--- src/rtl/modulo_demux1_16_seq.sv ---
// Sequential 1-to-16 demultiplexer: routes a serial bit onto 16 registered channels,
// either one channel per load strobe or as an automatic 16-cycle scan with frame-done pulse.
module modulo_demux1_16_seq #(
    parameter bit CLEAR_ON_START = 1'b0
) (
    input  logic        clk,
    input  logic        rst,
    input  logic        data_in,
    input  logic [3:0]  input_sel,
    input  logic        load,
    input  logic        scan_start,
    output logic [15:0] out,
    output logic [3:0]  sel_cur,
    output logic        busy,
    output logic        frame_done
);

    typedef enum logic [1:0] {
        StIdle = 2'd0,
        StScan = 2'd1,
        StDone = 2'd2
    } state_e;

    state_e      state_q, state_d;
    logic [3:0]  cnt_q, cnt_d;
    logic [15:0] out_q, out_d;
    logic        busy_q, busy_d;
    logic        frame_done_q, frame_done_d;

    always_comb begin
        state_d = state_q;
        cnt_d   = cnt_q;
        out_d   = out_q;
        case (state_q)
            StIdle: begin
                // scan_start wins over a simultaneous load; the load is dropped
                if (scan_start) begin
                    state_d = StScan;
                    cnt_d   = 4'd0;
                    if (CLEAR_ON_START) begin
                        out_d = 16'h0000;
                    end
                end else if (load) begin
                    out_d[input_sel] = data_in;
                end
            end
            StScan: begin
                out_d[cnt_q] = data_in;
                cnt_d        = cnt_q + 4'd1;
                if (cnt_q == 4'd15) begin
                    state_d = StDone;
                end
            end
            StDone: begin
                state_d = StIdle;
                cnt_d   = 4'd0;
            end
            default: begin
                state_d = StIdle;
                cnt_d   = 4'd0;
            end
        endcase
        // Status flags are registered from the next state so they align with it
        busy_d       = (state_d != StIdle);
        frame_done_d = (state_d == StDone);
    end

    always_ff @(posedge clk) begin
        if (rst) begin
            state_q      <= StIdle;
            cnt_q        <= 4'd0;
            out_q        <= 16'h0000;
            busy_q       <= 1'b0;
            frame_done_q <= 1'b0;
        end else begin
            state_q      <= state_d;
            cnt_q        <= cnt_d;
            out_q        <= out_d;
            busy_q       <= busy_d;
            frame_done_q <= frame_done_d;
        end
    end

    assign out        = out_q;
    assign sel_cur    = cnt_q;
    assign busy       = busy_q;
    assign frame_done = frame_done_q;

endmodule

--- config.mk ---
export PLATFORM = sky130hd
export DESIGN_NAME = modulo_demux1_16_seq
export DESIGN_NICKNAME = d
export VERILOG_FILES = /design/src/rtl/modulo_demux1_16_seq.sv
export SDC_FILE = /design/constraint.sdc
export NUM_CORES = 1
export LEC_CHECK = 0
export ABC_AREA = 1
export CORE_MARGIN = 2
export CORE_UTILIZATION = 45
export DETAILED_ROUTE_END_ITERATION = 10
export PLACE_DENSITY = 0.83
export SETUP_SLACK_MARGIN = 0.02
export SYNTH_ARGS = -nofsm -noshare
export SYNTH_HDL_FRONTEND = slang
export SYNTH_SLANG_ARGS = --single-unit
--- constraint.sdc ---
create_clock -name clk -period 1.24 [get_ports clk]
set_input_delay 0.186 -clock clk [delete_from_list [all_inputs] [get_ports clk]]
set_output_delay 0.186 -clock clk [all_outputs]
set_load 0.02 [all_outputs]
After elaboration in Yosys (flattened, before gate mapping)
Index checks and enable logic that the tools add are counted.

word-level totals
  bits in registers = 24
  output and inout port bits = 22

operators by class
  add/sub/neg operators = 1
  $lt $le $gt $ge = 4
  equal/unequal tests = 6
  multiplexer cells = 14
  reduce and logical (&&, ||, !) cells = 6

operators by type and width
  operator                                                           count
  bitwise mux 16 bit                                                 2
  two-way mux 16 bit                                                 2
  one-hot mux 16 bit (2 select lines)                                1
  less-than comparator 4 x 5 -> 1 bit, second input constant         2
  demux 1 bit (select 4 bit)                                         2
  greater-or-equal comparator 4 x 1 -> 1 bit, second input constant  2
  one-hot mux 4 bit (2 select lines)                                 1
  inequality test 2 bit, second input constant                       3
  adder 4 x 1 -> 4 bit, second input constant                        1
  equality test 4 bit, second input constant                         1
  two-way mux 2 bit                                                  2
  two-way mux 4 bit                                                  1
  one-hot mux 2 bit (2 select lines)                                 1
  nonzero test 2 bit                                                 2
  AND reduction 3 bit                                                1
  equality test 2 x 1 -> 1 bit, second input constant                1
  equality test 2 bit, second input constant                         1
  logical AND 1 bit                                                  2
  zero test 2 bit                                                    1
  two-way mux 1 bit                                                  2

Longest topological paths before layout
  word-level depth = 8
  mapped depth = 9
  depth with buffers taken out = 8

Worst setup path after synthesis
Ideal clock, no wire load.

  kind = reg2reg
  from = reg cnt_q[1] (netlist: sel_cur[1])
  to = reg busy_q (netlist: busy)
  arrival time = 1271 ps
  required time = 1120 ps
  slack = -151 ps
  cell stages (with the launch flop) = 6
  path buffers = 0
  clock period less this slack = 1391 ps
  cells stage by stage = dfxtp_1 -> ha_1 -> nand3_1 -> nand2_1 -> a21oi_1 -> or2_1

on the way
  longest elaborated chain between the ends = 4

RTL lines
  element                             RTL line  source
  from (decl)                         25        logic [3:0] cnt_q, cnt_d;
  from (signal assigned)              77        cnt_q <= cnt_d;
  equality test 4 bit                 50        if (cnt_q == 4'd15) begin
  two-way mux 2 bit                   50
  one-hot mux 2 bit (2 select lines)  34        case (state_q)
  nonzero test 2 bit                  64        busy_d = (state_d != StIdle);
  to (signal assigned)                79        busy_q <= busy_d;
  to (decl)                           27        logic busy_q, busy_d;

Every way passes these cells.
A chain may end at the register's enable or synchronous reset.

Worst setup path after layout
  from = reg cnt_q[1] (netlist: sel_cur[1])
  to = reg out_q[1] (netlist: out[1])

on the way
  longest elaborated chain between the ends = 6

RTL lines
  element                                                                                                                         RTL line  source
  less-than comparator 4 x 5 -> 1 bit (not written as such) / greater-or-equal comparator 4 x 1 -> 1 bit (equally long branches)  48        out_d[cnt_q] = data_in;
  logical AND 1 bit (not written as such)                                                                                         48
  two-way mux 1 bit (not written as such)                                                                                         48
  demux 1 bit (select 4 bit) (*)                                                                                                  48
  bitwise mux 16 bit (*)                                                                                                          48
  one-hot mux 16 bit (2 select lines) (*)                                                                                         34
  to (signal assigned)                                                                                                            78        out_q <= out_d;
  to (decl)                                                                                                                       26        logic [15:0] out_q, out_d;

Mark *: on every way between the ends. The rest lies on a longest branch, timed or not.

==> results.json <==
{
  "rows": 20,
  "peakVddDrop_v": 0.000516,
  "cts_sinks": 24,
  "power_mw": 1.66,
  "rr_startpoint": "sel_cur[1]",
  "netlist.area_leader.share_pct": 34.1,
  "port_buffers": 30,
  "cpMostUsedCell": "nand2_1",
  "ios": 31,
  "required_ns": 1.47,
  "leakagePower_nw": 1.03,
  "wirelength_um": 3990,
  "vias": 1615,
  "fmax_mhz": 824,
  "worst-slew-pin-transition_ns": 0.316,
  "viasPerCell": 5.42,
  "pwr_density_cell_nw_per_um2": 760,
  "syn_area_sq_um": 1410,
  "synth_area_leaders": "dfxtp_1 (34%), nand2_1 (15%), nand3_1 (14%)",
  "slowest_stage": "dfxtp_4",
  "fin_cells": 298,
  "utilization_pct": 72.6,
  "path_cells": "inv_1 -> ha_1 -> nand3_1 -> nand2_2 -> nand2_4 -> nand2_1 -> nand2_1 -> nor2_1",
  "die_area_sq_um": 3590,
  "die_height_um": 59.9,
  "gp_congestion": 0.874,
  "cts_tree": "yes",
  "slew-limit-headroom_pct": 78.9,
  "fillCellCount": 226,
  "min_period_ns": 1.21,
  "critPathKind": "flop to flop",
  "setup_viol": 0,
  "clk_pin_slew_ns": 0.13,
  "critical_path.startpoint_type": "flop",
  "slew_violations": 0,
  "worstRegToRegCells": 8,
  "wl_per_cell_um": 13.4,
  "grt_pass1_vias": 1278,
  "syn_avg_cell_area_sq_um": 6.37,
  "first_pass_iters": 5,
  "clock_latency_ns": 0.31,
  "ant_nets": 0,
  "drc": 0,
  "cp-end-kind": "flop",
  "antenna_found_initial": 0,
  "die_x_um": 59.9,
  "grt_start_max_net_pins": 21,
  "ys_types": 22,
  "ys.warnings.count": 0,
  "fin_hold_ws_ns": 0.445,
  "drtIter0Drc": 69,
  "nets": 280,
  "grtUsageTotal_pct": 19.3,
  "hp-class": "input port to flop",
  "diodes": 0,
  "crit_fanout": 6,
  "cts_made_buffers": 3,
  "skew_ns": 0.00196,
  "ctsRootBufferMaster": "clkbuf_4",
  "drv_cap": 0,
  "outcome": "finished, final reports clean",
  "rsz0062_at_grt": "yes",
  "hold_path_depth": 6,
  "yosys.area.top_type": "dfxtp_1",
  "ys_seq_area_share_pct": 34.1,
  "clk_path_buf_depth": 2,
  "holdCritStartpoint": "input_sel[3]",
  "finalCritPeriodShare_pct": 97.8,
  "ys_seq_elements": 24,
  "syn2layout_area_growth_pct": 54.8,
  "worstPathArrival_ns": 1.44,
  "grt_first_pass_wirelength_um": 5400,
  "core_area_sq_um": 3000,
  "synth_nets": 234,
  "start_util_pct": 46.9,
  "placedCellCount": 290,
  "drive_above_1_share_pct": 32.1,
  "crit_start": "sel_cur[1]",
  "htreeDepth": 1,
  "cp_slowest_stage_delay_ns": 0.42,
  "hold_viol": 0,
  "grt_overflow": 0,
  "dp_hpwl_um": 2390,
  "syn_inst": 221
}
-- flip-flops by register name, indices dropped and copies added, names as in the netlist --
register    flops
frame_done      1
busy            1
state_q         2
sel_cur         4
out            16
-- synthesized netlist by cell type --
cell	instances
or2_1	1
nor2_4	2
ha_1	4
nand3_1	38
nor2_1	37
clkinv_1	2
nor3_1	2
a21oi_1	13
inv_1	21
o21ai_2	1
buf_6	2
dfxtp_1	24
nand2_1	56
nand4_1	2
a211oi_1	1
nor2_8	1
nand2_2	3
inv_2	2
buf_4	2
o21ai_1	3
buf_2	3
o21ai_0	1
-- per-layer routing --
metal | routed length, um | global-route usage [%] | part of all wire [%]
met2 | 1960 | 33.2 | 49
met1 | 1710 | 25.7 | 43
met4 | 103 | 3.81 | 2.6
met5 | 0 | 0 | 0
met3 | 220 | 2.81 | 5.5
-- cells by family after synthesis --
logic type,after synthesis,share of synthesized area (%)
flip-flops,24,34.1
AND/OR/NAND/NOR,142,44.7
buffers and inverters,32,10.4
AO/OA/AOI/OAI,19,7.20
adder cells (fa/ha/maj),4,3.56
-- layout make-up --
| type | count | area [sq um] | share of cell area [%] |
|---|---|---|---|
| clock buffer | 3 | 22.5 | 1.03 |
| inverter | 25 | 104 | 4.76 |
| multi-input combinational | 165 | 982 | 45.1 |
| sequential | 24 | 503 | 23.1 |
| tap | 33 | 41.3 | 1.89 |
| timing repair buffer | 48 | 527 | 24.2 |
-- cell usage in the layout, fill, tap and decap left out, drive strengths merged, types with 4 or more instances in the layout --
cell type       n
ha              4
nor2           40
clkbuf          7
a21oi          13
nand2          59
dfxtp          24
clkdlybuf4s50   6
nand3          38
dlygate4sd2     6
o21ai           5
buf            17
inv            23
clkdlybuf4s15  13
-- timing repair --
action,CTS,global route
endpoints found under the hold margin,0,0
setup buffers,0,2
pin swaps,0,12
endpoints found under the setup margin,36,28
hold buffers,0,0
cloned,0,3
gates resized for setup,41,73
-- critical path: cells and delay by family (launching register included) --
| kind | cells | cell delay, ns |
|---|---|---|
| and+or+nand+nor | 6 | 0.41 |
| DFF | 1 | 0.42 |
| buffers and inverters | 1 | 0.07 |
| adders and majority gates | 1 | 0.22 |
-- path summary, 6_finish.rpt --
path                            endpoint  slack [ns]
worst min-delay path             out[15]        0.44
worst min register to register   out[15]        0.49
worst max register to register    out[1]        0.03
worst max-delay path              out[1]        0.03
-- report_power, final --
part	internal [mW]	total (mW)	switching [mW]
sequential	0.789	0.814	0.0255
clock	0.114	0.342	0.228
combinational	0.222	0.501	0.279
-- stage by stage --
stage                     cell area, sq um  setup WS, ns  setup TNS (ns)
after CTS                             1890        0.0216               0
after global routing                  2180       -0.0660          -0.418
after global placement                1860        -0.238           -3.31
after detailed placement              1860        -0.247           -3.52
after floorplan                       1430        0.0215               0
final                                 2180        0.0271               0
No activity file was read; power rests on OpenSTA's default activity.
